`src/rtl/adder_4_pkg.sv`:
```
// Shared types and constants for the registered nibble adder.
package adder_4_pkg;

  localparam int ADDER_4_W = 4;

  typedef logic [ADDER_4_W-1:0] nibble_t;

  // Full 5-bit add result: carry out of the top bit plus the nibble sum.
  typedef struct packed {
    logic    cout;
    nibble_t sum;
  } add_res_t;

endpackage

```
`src/rtl/adder_4_if.sv`:
```
// Operand/result bus for adder_4. The ovf signal exists only when
// ADDER_4_OVF_EN is defined.
//
// Handshake: in_valid qualifies a, b and cin in the cycle it is high, and the
// adder accepts every such cycle (there is no ready). out_valid is high for
// exactly the cycle after an accepted input and qualifies sum/cout/ovf.
interface adder_4_if;
  import adder_4_pkg::*;

  logic    in_valid;
  nibble_t a;
  nibble_t b;
  logic    cin;
  logic    out_valid;
  nibble_t sum;
  logic    cout;
`ifdef ADDER_4_OVF_EN
  logic    ovf;
`endif

  modport master (
    output in_valid, a, b, cin,
`ifdef ADDER_4_OVF_EN
    input  ovf,
`endif
    input  out_valid, sum, cout
  );

  modport slave (
    input  in_valid, a, b, cin,
`ifdef ADDER_4_OVF_EN
    output ovf,
`endif
    output out_valid, sum, cout
  );

endinterface

```
`src/rtl/adder_4_full_adder_cell.sv`:
```
// One bit of the ripple chain: sum and carry from two operand bits and a
// carry in. Purely combinational.
module full_adder_cell (
  input  logic a,
  input  logic b,
  input  logic ci,
  output logic s,
  output logic co
);

  logic p;

  // Propagate term is shared between sum and carry.
  assign p  = a ^ b;
  assign s  = p ^ ci;
  assign co = (a & b) | (ci & p);

endmodule

```
`src/rtl/adder_4.sv`:
```
// Registered 4-bit ripple-carry adder with carry in/out.
// Optional macro ADDER_4_OVF_EN adds a registered signed-overflow output.
module adder_4
  import adder_4_pkg::*;
(
  input  logic       clk,
  input  logic       rst,
  adder_4_if.slave   bus
);

  logic [ADDER_4_W:0]   c;
  nibble_t              s;
  add_res_t             res;
  add_res_t             res_q;
  logic                 valid_q;

  assign c[0] = bus.cin;

  for (genvar i = 0; i < ADDER_4_W; i++) begin : g_cell
    full_adder_cell u_cell (
      .a  (bus.a[i]),
      .b  (bus.b[i]),
      .ci (c[i]),
      .s  (s[i]),
      .co (c[i+1])
    );
  end

  assign res.cout = c[ADDER_4_W];
  assign res.sum  = s;

  // Capture the result on valid cycles; out_valid simply follows in_valid.
  always_ff @(posedge clk or posedge rst) begin
    if (rst) begin
      res_q   <= '0;
      valid_q <= 1'b0;
    end else begin
      valid_q <= bus.in_valid;
      if (bus.in_valid) res_q <= res;
    end
  end

  assign bus.out_valid = valid_q;
  assign bus.sum       = res_q.sum;
  assign bus.cout      = res_q.cout;

`ifdef ADDER_4_OVF_EN
  logic ovf_q;

  // Signed overflow: carry into the sign bit differs from carry out of it.
  always_ff @(posedge clk or posedge rst) begin
    if (rst)               ovf_q <= 1'b0;
    else if (bus.in_valid) ovf_q <= c[ADDER_4_W-1] ^ c[ADDER_4_W];
  end

  assign bus.ovf = ovf_q;
`endif

endmodule

```
`src/flat_wrapper.sv`:
```
// flat-port wrapper written by rule: the top's interface ports become plain ports
module adder_4_flat import adder_4_pkg::*;
  (clk, rst, bus_in_valid, bus_a, bus_b, bus_cin, bus_out_valid, bus_sum, bus_cout);
  adder_4_if bus_i ();
  input  logic clk;
  input  logic rst;
  input wire logic [$bits(bus_i.in_valid)-1:0] bus_in_valid;
  input wire logic [$bits(bus_i.a)-1:0] bus_a;
  input wire logic [$bits(bus_i.b)-1:0] bus_b;
  input wire logic [$bits(bus_i.cin)-1:0] bus_cin;
  output wire logic [$bits(bus_i.out_valid)-1:0] bus_out_valid;
  output wire logic [$bits(bus_i.sum)-1:0] bus_sum;
  output wire logic [$bits(bus_i.cout)-1:0] bus_cout;
  assign bus_i.in_valid = bus_in_valid;
  assign bus_i.a = bus_a;
  assign bus_i.b = bus_b;
  assign bus_i.cin = bus_cin;
  assign bus_out_valid = bus_i.out_valid;
  assign bus_sum = bus_i.sum;
  assign bus_cout = bus_i.cout;
  adder_4 u_core (.clk(clk), .rst(rst), .bus(bus_i));
endmodule
```
`config.mk`:
```
export PLATFORM = sky130hd
export DESIGN_NAME = adder_4_flat
export DESIGN_NICKNAME = d
export VERILOG_FILES = /design/src/rtl/adder_4_pkg.sv /design/src/rtl/adder_4_if.sv /design/src/rtl/adder_4_full_adder_cell.sv /design/src/rtl/adder_4.sv /design/src/flat_wrapper.sv
export SDC_FILE = /design/constraint.sdc
export NUM_CORES = 1
export LEC_CHECK = 0
export CORE_AREA = 2 2 39 41
export DETAILED_ROUTE_END_ITERATION = 8
export DIE_AREA = 0 0 41 43
export SLEW_MARGIN = 20
export SYNTH_ARGS = -nofsm -noshare
export SYNTH_HDL_FRONTEND = slang
export SYNTH_SLANG_ARGS = --single-unit
```
`constraint.sdc`:
```
create_clock -name clk -period 2.2 [get_ports clk]
set_clock_uncertainty 0.1 [all_clocks]
set_input_delay 0.22 -clock clk [delete_from_list [all_inputs] [get_ports clk]]
set_output_delay 0.22 -clock clk [all_outputs]
set_load 0.01 [all_outputs]
```
==> impl_metrics.env <==
export IMPL_status="finished clean"
export IMPL_finalSetupViolations=0
export IMPL_cts_root_buf="clkbuf_4"
export IMPL_rr_worst_depth=1
export IMPL_relSlewSlack_pct=76.1
export IMPL_synth_area_top_cells="dfrtp_1 (46%), fa_1 (24%), inv_1 (9.2%)"
export IMPL_worst_slew_pin_slew_ps=358
export IMPL_timing_rr_start="u_core.bus.sum[2]$_DFFE_PP0P_"
export IMPL_finalCritPeriodShare_pct=88.3
export IMPL_first_pass_iters=2
export IMPL_power_frac_seq_pct=39.3
export IMPL_grt_overflow_total=0
export IMPL_drt_initial_drc_count=5
export IMPL_finalNetCount=64
export IMPL_top_usage_layer="met2"
export IMPL_p_sw_share_pct=25.6
export IMPL_report_final_hold_viol_count=0
export IMPL_start_kind="input pin"
export IMPL_crit_required_ps=2270
export IMPL_design_core_area_um2=1380
export IMPL_syn_area_um2=328
export IMPL_grt_max_degree=10
export IMPL_cts_tree="built"
export IMPL_viasPerCell=3.85
export IMPL_portBuffers=17
export IMPL_start_util_pct=23.7
export IMPL_ioPinCount=18
export IMPL_setup_tns_ps=0
export IMPL_clock_sinks=6
export IMPL_use_met2_pct=12.5
export IMPL_die_width_um=41
export IMPL_rr_endpoint="u_core.bus.sum[2]$_DFFE_PP0P_"
export IMPL_pwr_share_clk_pct=29.2
export IMPL_die_area_um2=1760
export IMPL_fin_util_pct=39.3
export IMPL_numCtsBuffers=3
export IMPL_synthCells=27
export IMPL_crit_type="in2reg"
export IMPL_p_leak_nw=0.267
export IMPL_synth_net_count=43
export IMPL_ant_nets=0
export IMPL_drv_slew=0
export IMPL_yosys_area_top_type_share_pct=45.8
export IMPL_post_cts_setup_buffer_count=0
export IMPL_p_comb_share_pct=31.5
export IMPL_final_cell_mix="clkdlybuf4s50_1 (14), dfrtp_1 (6), inv_2 (5)"
export IMPL_cap_viol_max_count=0
export IMPL_grt_pass1_vias=238
export IMPL_met3_usage_pct=5.24
export IMPL_drive_gt1_share_pct=28.3
export IMPL_layout_commonest_cell="clkdlybuf4s50_1"
export IMPL_wl_per_cell_um=9.94
export IMPL_yosysSeqAreaShare_pct=45.8
export IMPL_gp_congestion=0.645
export IMPL_end_kind="flop"
export IMPL_r2r_slack_ps=1340
export IMPL_synth_distinct_cells=7
export IMPL_fp_dieH_um=43
export IMPL_ctsHoldBuffers=0
export IMPL_cts_htree_levels=1
export IMPL_clk_pin_slew_worst_paths_ps=50
export IMPL_setup_ws_ps=258
export IMPL_syn_avg_cell_area_um2=12.1
export IMPL_ys_warn_count=0
export IMPL_pre_cts_ws_ps=-282
export IMPL_p_int_mw=0.261
export IMPL_fin_crit_ps=1940
export IMPL_routed_via_count=239
export IMPL_n_antenna_cell=0
export IMPL_synth_seq_cells=6
export IMPL_clockBufferDepth=2
export IMPL_drt_drc_violations_left=0
export IMPL_cp_max_fo=1
export IMPL_clk_latency_ps=240
export IMPL_whs_ps=91.9
export IMPL_fmax_ghz=0.515
export IMPL_grt_use_total_pct=9.77
export IMPL_dp_hpwl_um=446
export IMPL_rsz0062_at_grt="no"
export IMPL_grt_first_pass_wirelength_mm=1.03
export IMPL_grt_antenna_before_repair=0
export IMPL_cp_arrival_ps=2010
export IMPL_placed_area_um2=507
export IMPL_hp_class="in2async"
export IMPL_rows=14
export IMPL_area_growth_pct=66.0
export IMPL_wirelength_um=616
export IMPL_synth_top_cell_by_area="dfrtp_1"
export IMPL_irDropWorstVdd_mv=0.245
export IMPL_use_met1_pct=11.4
export IMPL_power_density_nw_per_um2=644
export IMPL_design_area_um2=544
export IMPL_p_switching_mw=0.0899
==> kinds of logic (layout without fill, tap and decap cells) <==
group,count (synthesis),after routing,share of synthesized area (%)
muxes,2,2,9.16
AOI/OAI and AO/OA,3,3,4.58
DFF,6,6,45.8
adders and majority gates,4,4,24.4
and+or+nand+nor,3,3,3.43
buffers and inverters,9,28,12.6
==> critical path: stages <==
cell and delay [ps]:
clkdlybuf4s50_1 440, fa_2 400, fa_2 360, inv_2 60, fa_1 400, a21oi_1 120
==> metal layers <==
layer,share of wire (%),vias to the layer above
met5,0,-
met4,0,0
met3,11,0
met2,54,10
met1,35,114
li1,-,115
==> registers in the layout, summed over array words and instances (netlist names) <==
signal	cells
u_core.bus.sum	4
u_core.bus.out_valid	1
u_core.bus.cout	1
==> worst max-delay path by stage <==
stage                     startpoint                            end  slack [ps]  depth (start not counted)
after floorplan              bus_cin  u_core.bus.sum[3]$_DFFE_PP0P_         230                          8
after global placement       bus_cin  u_core.bus.sum[3]$_DFFE_PP0P_        -240                          9
after detailed placement     bus_cin  u_core.bus.sum[3]$_DFFE_PP0P_        -280                          9
after CTS                    bus_cin  u_core.bus.sum[3]$_DFFE_PP0P_          20                          9
after global routing        bus_b[1]  u_core.bus.sum[3]$_DFFE_PP0P_         200                          6
final                       bus_b[1]  u_core.bus.sum[3]$_DFFE_PP0P_         260                          6
==> synth_stat cells <==
master   count
a21oi_1      3
buf_6        1
dfrtp_1      6
fa_1         4
inv_1        8
mux2_4       2
nor2_1       3
==> power groups by stage <==
stage          registers, mW  logic (mW)  clock network, mW
3_5_place_dp           0.140       0.109                  0
5_1_grt                0.140       0.124              0.114
4_1_cts                0.138       0.112              0.107
2_1_floorplan          0.148      0.0382                  0
3_3_place_gp           0.139       0.107                  0
6_report               0.138       0.110              0.102
==> timing repair <==
| action | in CTS | in global routing |
|---|---|---|
| gates resized for setup | 5 | 6 |
| endpoints found under the setup margin | 1 | 1 |
| pin swaps | 0 | 5 |
==> stage by stage <==
step                      power [mW]  instances
after CTS                      0.358         62
after global routing           0.378         62
after global placement         0.246         59
after detailed placement       0.249         59
final                          0.351         62
after floorplan                0.186         27
==> area by class of cell <==
| type | instances | area [µm²] |
|---|---|---|
| Multi-Input combinational cell | 12 | 144 |
| Clock buffer | 3 | 22.5 |
| Inverter | 8 | 30.0 |
| Timing Repair Buffer | 17 | 178 |
| Tap cell | 16 | 20.0 |
| Fill cell | 148 | 840 |
| Sequential cell | 6 | 150 |
No activity file was read; power rests on OpenSTA's default activity.
